**src/rtl/vslc_timer_cmd.sv**
```systemverilog
// Command front-end for the VSLC two-phase timer bank: decodes a byte stream into
// per-timer period registers and one-cycle set/reset pulses.
module vslc_timer_cmd #(
    parameter int NUM_TIMERS = 4,
    parameter int PERIOD_W   = 10
) (
    input  logic                           clk,
    input  logic                           rst,
    input  logic [7:0]                     cmd_data,
    input  logic                           cmd_valid,
    output logic                           cmd_ready,
    output logic [NUM_TIMERS*PERIOD_W-1:0] timer_period_a,
    output logic [NUM_TIMERS*PERIOD_W-1:0] timer_period_b,
    output logic [NUM_TIMERS-1:0]          timer_set,
    output logic [NUM_TIMERS-1:0]          timer_reset,
    output logic                           err,
    output logic [2:0]                     dbg_state
);

    typedef enum logic [2:0] {
        S_IDLE   = 3'd0,
        S_PAY_LO = 3'd1,
        S_PAY_HI = 3'd2,
        S_PULSE  = 3'd3,
        S_GAP    = 3'd4,
        S_PULSE2 = 3'd5,
        S_GAP2   = 3'd6
    } state_t;

    localparam logic [2:0] OP_NOP     = 3'd0;
    localparam logic [2:0] OP_WR_A    = 3'd1;
    localparam logic [2:0] OP_WR_B    = 3'd2;
    localparam logic [2:0] OP_START   = 3'd3;
    localparam logic [2:0] OP_STOP    = 3'd4;
    localparam logic [2:0] OP_RESTART = 3'd5;
    localparam logic [2:0] OP_ILLEGAL = 3'd6;
    localparam logic [2:0] OP_CLR_ERR = 3'd7;

    state_t                state_q;
    logic [2:0]            op_q;
    logic [4:0]            idx_q;
    logic [7:0]            lo_q;
    logic [PERIOD_W-1:0]   period_a_q [NUM_TIMERS];
    logic [PERIOD_W-1:0]   period_b_q [NUM_TIMERS];
    logic [NUM_TIMERS-1:0] set_q;
    logic [NUM_TIMERS-1:0] reset_q;
    logic                  err_q;

    logic                  accept;
    logic [2:0]            cmd_op;
    logic [4:0]            cmd_idx;
    logic                  idx_ok;
    logic [PERIOD_W-1:0]   wr_value;

    // Handshake: a byte transfers on a posedge where cmd_valid and cmd_ready are
    // both high; cmd_ready depends only on state (and rst), never on cmd_valid.
    assign cmd_ready = ~rst & ((state_q == S_IDLE) | (state_q == S_PAY_LO) |
                               (state_q == S_PAY_HI));
    assign accept    = cmd_valid & cmd_ready;
    assign cmd_op    = cmd_data[7:5];
    assign cmd_idx   = cmd_data[4:0];
    assign idx_ok    = ({1'b0, cmd_idx} < 6'(NUM_TIMERS));
    // HI byte bits above the period width are dropped here.
    assign wr_value  = {cmd_data[PERIOD_W-9:0], lo_q};

    always_ff @(posedge clk) begin
        if (rst) begin
            state_q <= S_IDLE;
            op_q    <= OP_NOP;
            idx_q   <= '0;
            lo_q    <= '0;
            set_q   <= '0;
            reset_q <= '0;
            err_q   <= 1'b0;
            for (int i = 0; i < NUM_TIMERS; i++) begin
                period_a_q[i] <= '0;
                period_b_q[i] <= '0;
            end
        end else begin
            set_q   <= '0;
            reset_q <= '0;
            case (state_q)
                S_IDLE: begin
                    if (accept) begin
                        case (cmd_op)
                            OP_WR_A, OP_WR_B: begin
                                if (idx_ok) begin
                                    op_q    <= cmd_op;
                                    idx_q   <= cmd_idx;
                                    state_q <= S_PAY_LO;
                                end else begin
                                    err_q <= 1'b1;
                                end
                            end
                            OP_START, OP_STOP, OP_RESTART: begin
                                if (idx_ok) begin
                                    op_q    <= cmd_op;
                                    idx_q   <= cmd_idx;
                                    state_q <= S_PULSE;
                                    for (int i = 0; i < NUM_TIMERS; i++) begin
                                        if (cmd_idx == 5'(i)) begin
                                            if (cmd_op == OP_START) set_q[i] <= 1'b1;
                                            else                    reset_q[i] <= 1'b1;
                                        end
                                    end
                                end else begin
                                    err_q <= 1'b1;
                                end
                            end
                            OP_ILLEGAL: err_q <= 1'b1;
                            OP_CLR_ERR: err_q <= 1'b0;
                            default: ;
                        endcase
                    end
                end
                S_PAY_LO: begin
                    if (accept) begin
                        lo_q    <= cmd_data;
                        state_q <= S_PAY_HI;
                    end
                end
                S_PAY_HI: begin
                    if (accept) begin
                        for (int i = 0; i < NUM_TIMERS; i++) begin
                            if (idx_q == 5'(i)) begin
                                if (op_q == OP_WR_A) period_a_q[i] <= wr_value;
                                else                 period_b_q[i] <= wr_value;
                            end
                        end
                        state_q <= S_IDLE;
                    end
                end
                S_PULSE: state_q <= S_GAP;
                S_GAP: begin
                    if (op_q == OP_RESTART) begin
                        state_q <= S_PULSE2;
                        for (int i = 0; i < NUM_TIMERS; i++) begin
                            if (idx_q == 5'(i)) set_q[i] <= 1'b1;
                        end
                    end else begin
                        state_q <= S_IDLE;
                    end
                end
                S_PULSE2: state_q <= S_GAP2;
                S_GAP2:   state_q <= S_IDLE;
                default:  state_q <= S_IDLE;
            endcase
        end
    end

    for (genvar g = 0; g < NUM_TIMERS; g++) begin : g_flat
        assign timer_period_a[g*PERIOD_W +: PERIOD_W] = period_a_q[g];
        assign timer_period_b[g*PERIOD_W +: PERIOD_W] = period_b_q[g];
    end

    assign timer_set   = set_q;
    assign timer_reset = reset_q;
    assign err         = err_q;
    assign dbg_state   = state_q;

endmodule

```
**config.mk**
```make
export PLATFORM = sky130hd
export DESIGN_NAME = vslc_timer_cmd
export DESIGN_NICKNAME = d
export VERILOG_FILES = /design/src/rtl/vslc_timer_cmd.sv
export SDC_FILE = /design/constraint.sdc
export NUM_CORES = 1
export LEC_CHECK = 0
export CORE_ASPECT_RATIO = 1.75
export CORE_UTILIZATION = 51
export CTS_BUF_LIST = sky130_fd_sc_hd__clkbuf_4
export DETAILED_ROUTE_END_ITERATION = 6
export PLACE_DENSITY_LB_ADDON = 0.1
export SLEW_MARGIN = 10
export SYNTH_ARGS = -nofsm -noshare
export SYNTH_HDL_FRONTEND = slang
export SYNTH_SLANG_ARGS = --single-unit
```
**constraint.sdc**
```tcl
create_clock -name clk -period 2.3 [get_ports clk]
set_input_delay 0.46 -clock clk [delete_from_list [all_inputs] [get_ports clk]]
set_output_delay 0.46 -clock clk [all_outputs]
set_load 0.01 [all_outputs]
```
# Word-level counts from Yosys, hierarchy flattened
# Memories as Yosys holds them, arrays and structs flattened.
# Index checks and enable logic that the tools add are counted.
[word_totals]
ramBits = 80
reg_bits = 28
wordCells = 153
out_inout_bits = 93
inputBits = 11
n_memories = 2
[classes]
n_mux = 77
eq_ne = 27
reduce_logical = 15
bitwise = 21
magnitude_cmp = 1
[memory_table]
columns = ["name", "depth", "word_bits", "rd", "rd_ports_with_merged_regs", "wr", "line", "rtl"]
rows = [
  ["period_a_q", 4, 10, 4, 0, 4, "43", "logic [PERIOD_W-1:0] period_a_q [NUM_TIMERS];"],
  ["period_b_q", 4, 10, 4, 0, 4, "44", "logic [PERIOD_W-1:0] period_b_q [NUM_TIMERS];"],
]
[op_table]
columns = ["cell", "count"]
rows = [
  ["$mux 10", 8],
  ["$mux 1", 55],
  ["$reduce_or 6->1", 4],
  ["$eq 3x3->1 const B", 7],
  ["$eq 5x2->1 const B", 4],
  ["$mux 3", 6],
  ["$pmux 3 s6", 1],
  ["$mux 4", 4],
  ["$eq 3x2->1 const B", 4],
  ["$eq 5x1->1 const B", 2],
  ["$logic_not 5->1", 2],
  ["$or 1x1->1", 10],
  ["$eq 3x1->1 const B", 3],
  ["$not 1->1", 9],
  ["$ne 2x2->1 const B", 4],
  ["$pmux 4 s2", 1],
  ["$reduce_and 4->1", 2],
  ["$ne 3x3->1 const B", 2],
  ["$pmux 3 s2", 1],
  ["$reduce_and 6->1", 1],
  ["$lt 5x3->1 const B", 1],
  ["$reduce_or 5->1", 1],
  ["$logic_not 3->1", 1],
  ["$ne 3x1->1 const B", 1],
  ["other kinds (6)", 7],
]

# Longest topological paths before layout
# Gate-level depths: netlist of the first run.
[logic_depth]
word_depth = 10
depth_mapped = 5
mapped_depth_nobuf = 3

# Worst setup path after synthesis of the first run
# No wires, ideal clock.
[synth_path]
path_type = "input -> register"
start = "input rst"
end = "memory period_a_q[1][0], enable pin"
setup_ns = 0.379
arrival_ns = 1.745
n_path_buf = 2
cell_stages = 5
path_slack_ns = 0.176
cell_sequence = "nor3b_2 > buf_2 > nand4_1 > buf_2 > o21bai_1"
[synth_lines]
columns = ["element", "line", "rtl"]
rows = [
  ["start: declaration", "8", "input logic rst,"],
  ["end: declaration", "43", ""],
]

# Worst setup path in the final report of the first run
[layout_path]
start = "input rst"
end = "output cmd_ready"
[layout_between]
elab_chain_cells = 2
[layout_rtl]
columns = ["element", "line", "rtl"]
rows = [
  ["$not 1->1", "57", "assign cmd_ready = ~rst & ((state_q == S_IDLE) | (state_q == S_PAY_LO) |"],
  ["$and 1x1->1", "57", ""],
  ["end: declaration", "11", "output logic cmd_ready,"],
]
# No other way between the ends.

==> results.md, run 1 <==
- Reg clk slew, reported paths: 0.14 ns
- # rows: 44
- H-tree Lvls: 3
- Maximum vdd drop: 422 µV
- Post-Syn Area: 4330 µm²
- Fraction of registers with async set/reset: 0
- Most common cell after layout, fill and taps aside: clkdlybuf4s50_1
- Crit path top cell by count: clkdlybuf4s50_1
- Synth-to-layout area growth: 31.9%
- Die height: 124 µm
- WL final: 10100 µm
- Post-Syn Nets: around 360
- Final std cells w/o fill: 562
- CP Class: in -> out
- Core ar.: 8260 µm²
- Largest net degree at the start of global routing: 25
- CP Launch Point: rst
- Clock tree buffer depth: 2
- Area share of the largest cell type after synthesis: 0.555
- Worst Skew: roughly 0.0063 ns
- Leak: 0.00190 µW
- Vias in the first global route: a little over 3000
- Hpwl dp: 7520 µm
- Slew at the pin closest to its max-slew limit: between 0.4 and 0.5 ns
- Cells along the critical path: clkdlybuf4s50_1 -> a211oi_1 -> clkdlybuf4s50_1
- Seq/Total Area, Yosys: 0.685
- Slowest cell on crit path: clkdlybuf4s50_1
- CTS tree: built
- Place WS: 0.0102 ns
- Largest stage delay, worst path: between 0.5 and 0.6 ns
- Via density: ~5.7
- Total grt overflow: 0
- Initial Utilization: 0.524
- Diodes inserted: 0
- Setup TNS: 0 ns
- TritonCTS Buffers: 9
- Largest fanout on the critical path: 4
- DR WL met2: 5600 µm
- Buffers added on ports: 103
- M1 wire length: approximately 3700 µm
- # DRC: 0
- Worst Setup Start Kind: input port
- Synth area leaders: edfxtp_1, dfxtp_1, nor3_1
- Worst EP arrival: between 1.5 and 2 ns
- Avg Cell Area, Syn: roughly 12 µm²
- DR WL/cell: 18.0 µm
- Min Tclk post-route: 2.25 ns
- Horiz. Die Dim: between 70 and 80 µm
- Synthesized instance count: 347
- Final period util: 0.977
- WHS: between 0.4 and 0.5 ns
- I/O pins: 104
- Final Hold Viols: 0
- Post-synth top flop: edfxtp_1
- Critical path endpoint category: output port
- Slew headroom: 0.690
- First-pass DRT Iterations: 4
- Cell taking the most area after synthesis: edfxtp_1
- Die area: about 9000 µm²
- Most frequent cells in the layout: clkdlybuf4s50_1, nor3_1, edfxtp_1
- Clock Sinks: 108
- Clk root buf: clkbuf_4
- GPL Wtd Cong: 0.782
- Number of synthesized flops with an enable pin: 80
- ANT nets after route: 0
- Ys Warns: 0
- Post-CTS setup buffer count: 0
- Max_cap viols: 0
- # setup viols final: 0
- Clock latency on the worst-skew pair: between 0.4 and 0.5 ns
- Placed Cells: 546
- Hold_sp: lo_q[0]
- Number of distinct library cells after synthesis: 40
- RSZ-0062 raised after global routing: false
- Power per cell area: ~570 nW/µm²
- Share of cells above drive strength 1: 0.117
- Uppermost layer routed: met4
- Final WS setup: 0.0525 ns
- WL met3: 488 µm
- GRT Util Overall: 0.235
- Worst path required time: about 1.8 ns
- Max-slew violation count: 0
- FF-to-FF Start: op_q[0]
- Final-stage net count: 476
- Number of synthesized register bits: 108
- FMAX: 0.445 GHz
- Outcome: finished, final reports clean
- Initial DRC Count: 220
- First-pass GRT wire length: 15300 µm
- Vias: between 3000 and 4000
- Initial antenna violation count: 0
- Hold crit path type: reg -> reg
==> registers in the layout (all words and copies together) (netlist names) <==
register	flops
timer_set	4
dbg_state	3
lo_q	8
err	1
timer_reset	4
op_q	3
period_b_q	40
idx_q	5
period_a_q	40
==> per-layer routing <==
layer  GRT usage  vias to the layer above
met5           0                        -
met4       0.118                        0
met3      0.0437                       20
met2       0.433                      113
met1       0.254                     1524
li1            -                     1539
==> synth_stat cells (2+ instances only) <==
master and instances:
nor3_1 84, edfxtp_1 80, dfxtp_1 28, clkbuf_1 17
a21oi_1 15, buf_2 11, nand3_1 11, clkinv_1 10
nand4_1 10, o21ai_0 9, o21bai_1 8, nor2b_1 7
nand2_1 6, nor2_1 6, nor3b_1 6, mux2i_1 4
nand2b_1 4, nor3b_2 3, a211oi_1 2, and3b_1 2
inv_1 2, nor4b_1 2, or3_1 2, or3b_1 2
==> metrics by stage <==
step / instance area [µm²] / util / total power, µW
final: 5710 / 0.691 / 3260
after CTS: 5710 / 0.691 / 3280
after global placement: 5590 / 0.677 / 2480
after floorplan: 4330 / - / 2310
after global routing: 5710 / 0.691 / 3370
after detailed placement: 5590 / 0.677 / 2490
==> report_power, final <==
part | total (µW) | switching, µW | internal, µW
logic | 291 | 145 | 146
clock network | 817 | 576 | 241
registers | 2150 | 19.1 | 2130
total | 3260 | 741 | 2520
==> layout make-up <==
class | instances | area, µm²
Clock buffer | 11 | 82.6
Clock inverter | 5 | 28.8
Fill cell | 613 | 2550
Inverter | 12 | 45.0
Multi-Input combinational cell | 199 | 1200
Sequential cell | 108 | 2960
Tap cell | 92 | 115
Timing Repair Buffer | 135 | 1270
==> cells by family (layout without fill, tap and decap cells) <==
group / after synthesis / after routing / synth area share
AO/OA/AOI/OAI: 42 / 42 / 0.0642
buffers and inverters: 40 / 163 / 0.0379
flip-flops: 108 / 108 / 0.685
multiplexers: 6 / 6 / 0.0145
AND/OR/NAND/NOR: 151 / 151 / 0.199
==> worst max-delay path, delay by kind of cell <==
family	cells	cell delay (ns)
AOI/OAI and AO/OA	1	0.27
buffers and inverters	2	1.06
==> path summary, 6_finish.rpt <==
path              cells after the start          endpoint  slack, ns
setup / recovery                      3         cmd_ready       0.05
hold reg to reg                       2           lo_q[0]       0.49
setup reg to reg                      4  period_b_q[2][6]       0.51
hold / removal                        2           lo_q[0]       0.49
==> timing repair <==
action,4_1_cts,5_1_grt
resized for setup,0,1
hold buffers,0,0
setup endpoints to repair,0,1
Note: power is estimated with default switching activity, not from simulation.
==> run 2: changes to the inputs <==
CORE_MARGIN = 2   (was default)
==> results.md, run 2 (synthesis results as in run 1) <==
- Hold crit path type: reg -> reg (unchanged)
- Delay-heaviest family, CP: buffers and inverters (unchanged)
- ANT nets after route: 0 (unchanged)
- Clk root buf: clkbuf_4 (unchanged)
- Vias: 3210 (was 3196)
- FF-to-FF Start: dbg_state[1] (was op_q[0])
- Reg2reg end: period_b_q[0][2] (was period_b_q[2][6])
- Vias in the first global route: 3082 (was 3018)
- Initial Utilization: 0.524 (unchanged)
- Most frequent cells in the layout: clkdlybuf4s50_1, nor3_1, edfxtp_1 (unchanged)
- Leak: 0.00191 µW (was 0.00190 µW)
- Reg2Reg Setup Slack: 0.41 ns (was 0.51 ns)
- Die area: 9270 µm² (was 8870 µm²)
- First-pass DRT Iterations: 4 (unchanged)
- Fill cells: 629 (was 613)
- Worst Setup Start Kind: flop (was input port)
- Clock tree buffer depth: 2 (unchanged)
- I/O pins: 104 (unchanged)
- RSZ-0062 raised after global routing: false (unchanged)
- Slowest cell on crit path: clkdlybuf4s50_1 (unchanged)
- Initial antenna violation count: 0 (unchanged)
- Via density: 5.72 (was 5.69)
- Final std cells w/o fill: 561 (was 562)
- Worst EP arrival: 1.53 ns (was 1.79 ns)
- Core ar.: 8260 µm² (unchanged)
- DR WL/cell: 18.3 µm (was 18.0 µm)
- Clock latency on the worst-skew pair: 0.45 ns (was 0.44 ns)
- Final WS setup: 0.310 ns (was 0.0525 ns)
- Clock Sinks: 108 (unchanged)
- TritonCTS Buffers: 9 (unchanged)
- GPL Wtd Cong: 0.863 (was 0.782)
- Initial DRC Count: 231 (was 220)
- Horiz. Die Dim: 73.6 µm (was 71.6 µm)
- # setup viols final: 0 (unchanged)
- Synth-to-layout area growth: 31.9% (about the same)
- Final-stage net count: 475 (was 476)
- Power per cell area: 575 nW/µm² (was 572 nW/µm²)
- Slew headroom: 0.683 (was 0.690)
- Hpwl dp: 7600 µm (was 7520 µm)
- Total grt overflow: 0 (unchanged)
- Largest stage delay, worst path: 0.59 ns (was 0.58 ns)
- Final period util: 0.865 (was 0.977)
- Reg clk slew, reported paths: 0.14 ns (about the same)
- WHS Endpoint: lo_q[2] (was lo_q[0])
- Die height: 126 µm (was 124 µm)
- Min-Delay Path Depth: 2 (unchanged)
- Hold_buf cts: 0 (unchanged)
- Max-slew violation count: 0 (unchanged)
- Place WS: -0.0627 ns (was 0.0102 ns)
- H-tree Lvls: 3 (unchanged)
- Buffers added on ports: 103 (unchanged)
- Placed Cells: 545 (was 546)
- Worst Skew: 0.0164 ns (was 0.00628 ns)
- CP bufs+invs: 1 (was 2)
- Largest fanout on the critical path: 13 (was 4)
- # DRC: 0 (unchanged)
- Worst path required time: 1.84 ns (about the same)
- Min Tclk post-route: 1.99 ns (was 2.25 ns)
- CP Class: reg -> out (was in -> out)
- Most common cell after layout, fill and taps aside: clkdlybuf4s50_1 (unchanged)
- Cells along the critical path: clkdlybuf4s50_1 (was clkdlybuf4s50_1 -> a211oi_1 -> clkdlybuf4s50_1)
- Diodes inserted: 0 (unchanged)
- Final Hold Viols: 0 (unchanged)
- Share of cells above drive strength 1: 0.119 (was 0.117)
- Reg2reg path depth: 4 (unchanged)
- WL final: 10300 µm (was 10100 µm)
- Max_cap viols: 0 (unchanged)
- FMAX: 0.503 GHz (was 0.445 GHz)
- Top Registers: period_a_q (40), period_b_q (40), lo_q (8) (unchanged)
- Critical path endpoint category: output port (unchanged)
- Largest net degree at the start of global routing: 24 (was 25)
- GRT Util Overall: 0.234 (was 0.235)
- Critical Path Stages: 1 (was 3)
- Slew at the pin closest to its max-slew limit: 0.474 ns (was 0.462 ns)
- CTS tree: built (unchanged)
- Outcome: finished, final reports clean (unchanged)
- # rows: 44 (unchanged)
- Hold_sp: lo_q[2] (was lo_q[0])
- First-pass GRT wire length: 16100 µm (was 15300 µm)
- Maximum vdd drop: 398 µV (was 422 µV)
run 2: cell types whose count changed in the layout (fill, tap and decap cells not counted), sizes merged:
cell,delta
buf,-1
clkbuf,+3
dlymetal6s2s,+1
clkdlybuf4s50,-1
clkinv,-3
run 2: worst register-to-register path: cells and delay by family, from the launching register on:
kind	cells	cell delay, ns
AND/OR/NAND/NOR	2	0.69
flip-flops	1	0.48
AO/OA/AOI/OAI	1	0.25
buffers and inverters	1	0.21
run 2: worst max-delay path by stage:
stage	start	end	slack, ns
final	dbg_state[2]	dbg_state[2]	0.31
after global routing	dbg_state[1]	dbg_state[1]	0.20
after CTS	rst	cmd_ready	0.005
after detailed placement	rst	period_b_q[0][6]	-0.06
after global placement	rst	period_b_q[0][6]	-0.01
after floorplan	rst	period_a_q[1][0]	0.18
run 2: routing by layer:
| layer | track usage | wire length, µm | vias to the layer above | part of all wire |
|---|---|---|---|---|
| li1 | - | - | 1537 | - |
| met1 | 0.259 | 3760 | 1534 | 0.37 |
| met2 | 0.413 | 5670 | 116 | 0.55 |
| met3 | 0.0552 | 482 | 23 | 0.047 |
| met4 | 0.102 | 367 | 0 | 0.036 |
| met5 | 0 | 0 | - | 0 |
run 2: metrics by stage:
| stage | hold WS (ns) | setup TNS, ns | area, µm² | util | power [µW] |
|---|---|---|---|---|---|
| 3_3_place_gp | 0.466 | -0.132 | 5590 | 0.677 | 2480 |
| 4_1_cts | 0.491 | 0 | 5700 | 0.691 | 3300 |
| 2_1_floorplan | 0.458 | 0 | 4330 | - | 2310 |
| 6_report | 0.488 | 0 | 5710 | 0.691 | 3280 |
| 5_1_grt | 0.525 | 0 | 5710 | 0.691 | 3400 |
| 3_5_place_dp | 0.472 | -2.53 | 5590 | 0.677 | 2490 |
run 2: layout make-up:
cell class / count / area (µm²) / share of cell area
clock inverter: 2 / 12.5 / 0.00219
tap: 92 / 115 / 0.0202
sequential: 108 / 2960 / 0.519
clock buffer: 14 / 105 / 0.0184
inverter: 12 / 45.0 / 0.00789
timing repair buffer: 134 / 1270 / 0.222
multi-input combinational: 199 / 1200 / 0.210
run 2: what timing repair did:
action / in CTS / in global routing
resized for setup: 0 / 2
setup endpoints to repair: 0 / 1
buffers inserted: 0 / 0
hold endpoints to repair: 0 / 0
run 2: where the power goes:
part           leakage (µW)  switching (µW)  internal (µW)
clock network     0.0000685             554            284
logic              0.000790             145            145
registers           0.00105            19.6           2130
==> run 3: changes to the inputs <==
GPL_TIMING_DRIVEN = 0   (was default)
==> results.md, run 3 (synthesis results as in run 1) <==
- Final-stage net count: 471 (was 475)
- Top Registers: period_a_q (40), period_b_q (40), lo_q (8) (unchanged)
- Post-layout util: 0.687 (was 0.691)
- Clock Sinks: 108 (unchanged)
- Slew at the pin closest to its max-slew limit: 0.628 ns (was 0.474 ns)
- Worst path required time: 2.40 ns (was 1.84 ns)
- Most frequent cells in the layout: clkdlybuf4s50_1, nor3_1, edfxtp_1 (unchanged)
- Die height: 126 µm (unchanged)
- P_sw: 755 µW (was 718 µW)
- RSZ-0062 raised after global routing: true (was false)
- CP Capture Point: period_a_q[1][7] (was dbg_state[2])
- Share of power burned in combinational logic: 0.080 (was 0.088)
- ANT nets after route: 0 (unchanged)
- Buffers added on ports: 102 (was 103)
- Largest net degree at the start of global routing: 18 (was 24)
- P_int: 2710 µW (was 2560 µW)
- Final period util: 1.01 (was 0.865)
- Hold crit path type: in -> reg (was reg -> reg)
- Post-CTS setup buffer count: 0 (unchanged)
- Hpwl dp: 7530 µm (was 7600 µm)
- Share of cells above drive strength 1: 0.0968 (was 0.119)
- # rows: 44 (unchanged)
- First-pass DRT Iterations: 4 (unchanged)
- First-pass GRT wire length: 15800 µm (was 16100 µm)
- Worst Setup Start Kind: input port (was flop)
- Die area: 9270 µm² (unchanged)
- # DRC: 0 (unchanged)
- CP Launch Point: rst (was dbg_state[2])
- H-tree Lvls: 3 (unchanged)
- Vias in the first global route: 3110 (was 3082)
- Reg2reg end: period_b_q[0][9] (was period_b_q[0][2])
- Overall power: 3470 µW (was 3280 µW)
- Maximum vdd drop: 341 µV (was 398 µV)
- Total grt overflow: 0 (unchanged)
- Reg2Reg Setup Slack: 0.13 ns (was 0.41 ns)
- Crit path top cell by count: buf_2
- FMAX: 0.432 GHz (was 0.503 GHz)
- Reg clk slew, reported paths: 0.14 ns (about the same)
- Worst Skew: 0.0172 ns (was 0.0164 ns)
- Horiz. Die Dim: 73.6 µm (unchanged)
- Clock power frac: 0.300 (was 0.255)
- Critical Path Stages: 6 (was 1)
- GRT Util Overall: 0.228 (was 0.234)
- Via density: 5.76 (was 5.72)
- Delay-heaviest family, CP: buffers and inverters (unchanged)
- GPL Wtd Cong: 0.881 (was 0.863)
- FF-to-FF Start: dbg_state[1] (unchanged)
- Clock tree buffer depth: 2 (unchanged)
- TritonCTS Buffers: 9 (unchanged)
- Synth-to-layout area growth: 31.1% (was 31.9%)
- Worst EP arrival: 2.41 ns (was 1.53 ns)
- Most common cell after layout, fill and taps aside: clkdlybuf4s50_1 (unchanged)
- Power per cell area: 612 nW/µm² (was 575 nW/µm²)
- Core ar.: 8260 µm² (unchanged)
- Final Hold Viols: 0 (unchanged)
- Critical path endpoint category: flop (was output port)
- Outcome: finished, violations left (was finished, final reports clean)
- Slew headroom: 0.581 (was 0.683)
- Max_cap viols: 0 (unchanged)
- Clock latency on the worst-skew pair: 0.45 ns (about the same)
- Diodes inserted: 0 (unchanged)
- Hold_buf cts: 0 (unchanged)
- Initial DRC Count: 216 (was 231)
- Max-slew violation count: 0 (unchanged)
- Initial antenna violation count: 0 (unchanged)
- Cells along the critical path: clkdlybuf4s50_1 -> nor3b_2 -> buf_2 -> nand4_1 -> buf_2 -> o21bai_2 (was clkdlybuf4s50_1)
- Min Tclk post-route: 2.31 ns (was 1.99 ns)
- WL final: 10300 µm (about the same)
- Fill cells: 648 (was 629)
- Setup TNS: -0.0992 ns (was 0 ns)
- # setup viols final: 8 (was 0)
- Switching share of power: 0.218 (was 0.219)
- Reg2reg path depth: 4 (unchanged)
- Largest stage delay, worst path: 0.52 ns (was 0.59 ns)
- CTS tree: built (unchanged)
- Violated checks: setup timing
- Leak: 0.00187 µW (was 0.00191 µW)
- CP bufs+invs: 3 (was 1)
- I/O pins: 104 (unchanged)
- Vias: 3210 (unchanged)
- Largest fanout on the critical path: 10 (was 13)
- Flop pwr share: 0.621 (was 0.656)
- DR WL/cell: 18.4 µm (was 18.3 µm)
- Clk root buf: clkbuf_4 (unchanged)
- Initial Utilization: 0.524 (unchanged)
- Final WS setup: -0.0136 ns (was 0.310 ns)
- CP Class: in -> reg (was reg -> out)
- Slowest cell on crit path: clkdlybuf4s50_1 (unchanged)
run 3: worst min path at each step:
stage	from	to	slack (ns)	cells past startpoint
3_5_place_dp	lo_q[6]	lo_q[6]	0.47	2
6_report	cmd_data[6]	lo_q[6]	0.35	3
2_1_floorplan	lo_q[0]	lo_q[0]	0.46	2
5_1_grt	cmd_data[6]	op_q[1]	0.35	3
3_3_place_gp	lo_q[6]	lo_q[6]	0.47	2
4_1_cts	cmd_data[6]	lo_q[6]	0.31	3
run 3: cell type report:
class | instances | area, µm² | share of cell area
tap | 92 | 115 | 0.0203
inverter | 12 | 45.0 | 0.00794
multi-input combinational | 199 | 1250 | 0.221
buffer | 28 | 124 | 0.0218
sequential | 108 | 2960 | 0.522
clock inverter | 6 | 78.8 | 0.0139
clock buffer | 10 | 75.1 | 0.0132
timing repair buffer | 102 | 1020 | 0.180
run 3: metrics by stage:
stage | cell area [µm²] | hold WS [ns] | worst slack [ns] | instances
global placement | 5460 | 0.466 | -0.691 | 541
CTS | 5650 | 0.313 | 0.0359 | 557
detailed placement | 5460 | 0.471 | -0.766 | 541
finish | 5670 | 0.347 | -0.0136 | 557
floorplan | 4330 | 0.458 | 0.176 | 347
global route | 5670 | 0.352 | -0.154 | 557
run 3: routing by layer:
metal,share of wire,global-route usage,wire (µm),vias to the layer above
met1,0.37,0.254,3780,1537
met4,0.021,0.0973,214,0
li1,-,-,-,1537
met3,0.054,0.0456,549,16
met2,0.56,0.407,5720,120
met5,0,0,0,-
run 3: what timing repair did:
action	CTS	global route
cloned	0	0
setup endpoints to repair	81	50
pin swaps	0	0
gates resized for setup	12	3
run 3: power groups by stage:
stage          Combinational [µW]  Sequential, µW  Clock (µW)
4_1_cts                       274            2150        1060
6_report                      277            2150        1040
2_1_floorplan                85.2            2220           0
3_3_place_gp                  265            2200           0
5_1_grt                       294            2160        1120
3_5_place_dp                  270            2200           0
run 3: worst reg2reg max path: stages (launching register included):
cell	delay, ns
dfxtp_1	0.48
nor2b_1	0.32
nand3_1	0.29
buf_2	0.28
o21bai_2	0.46
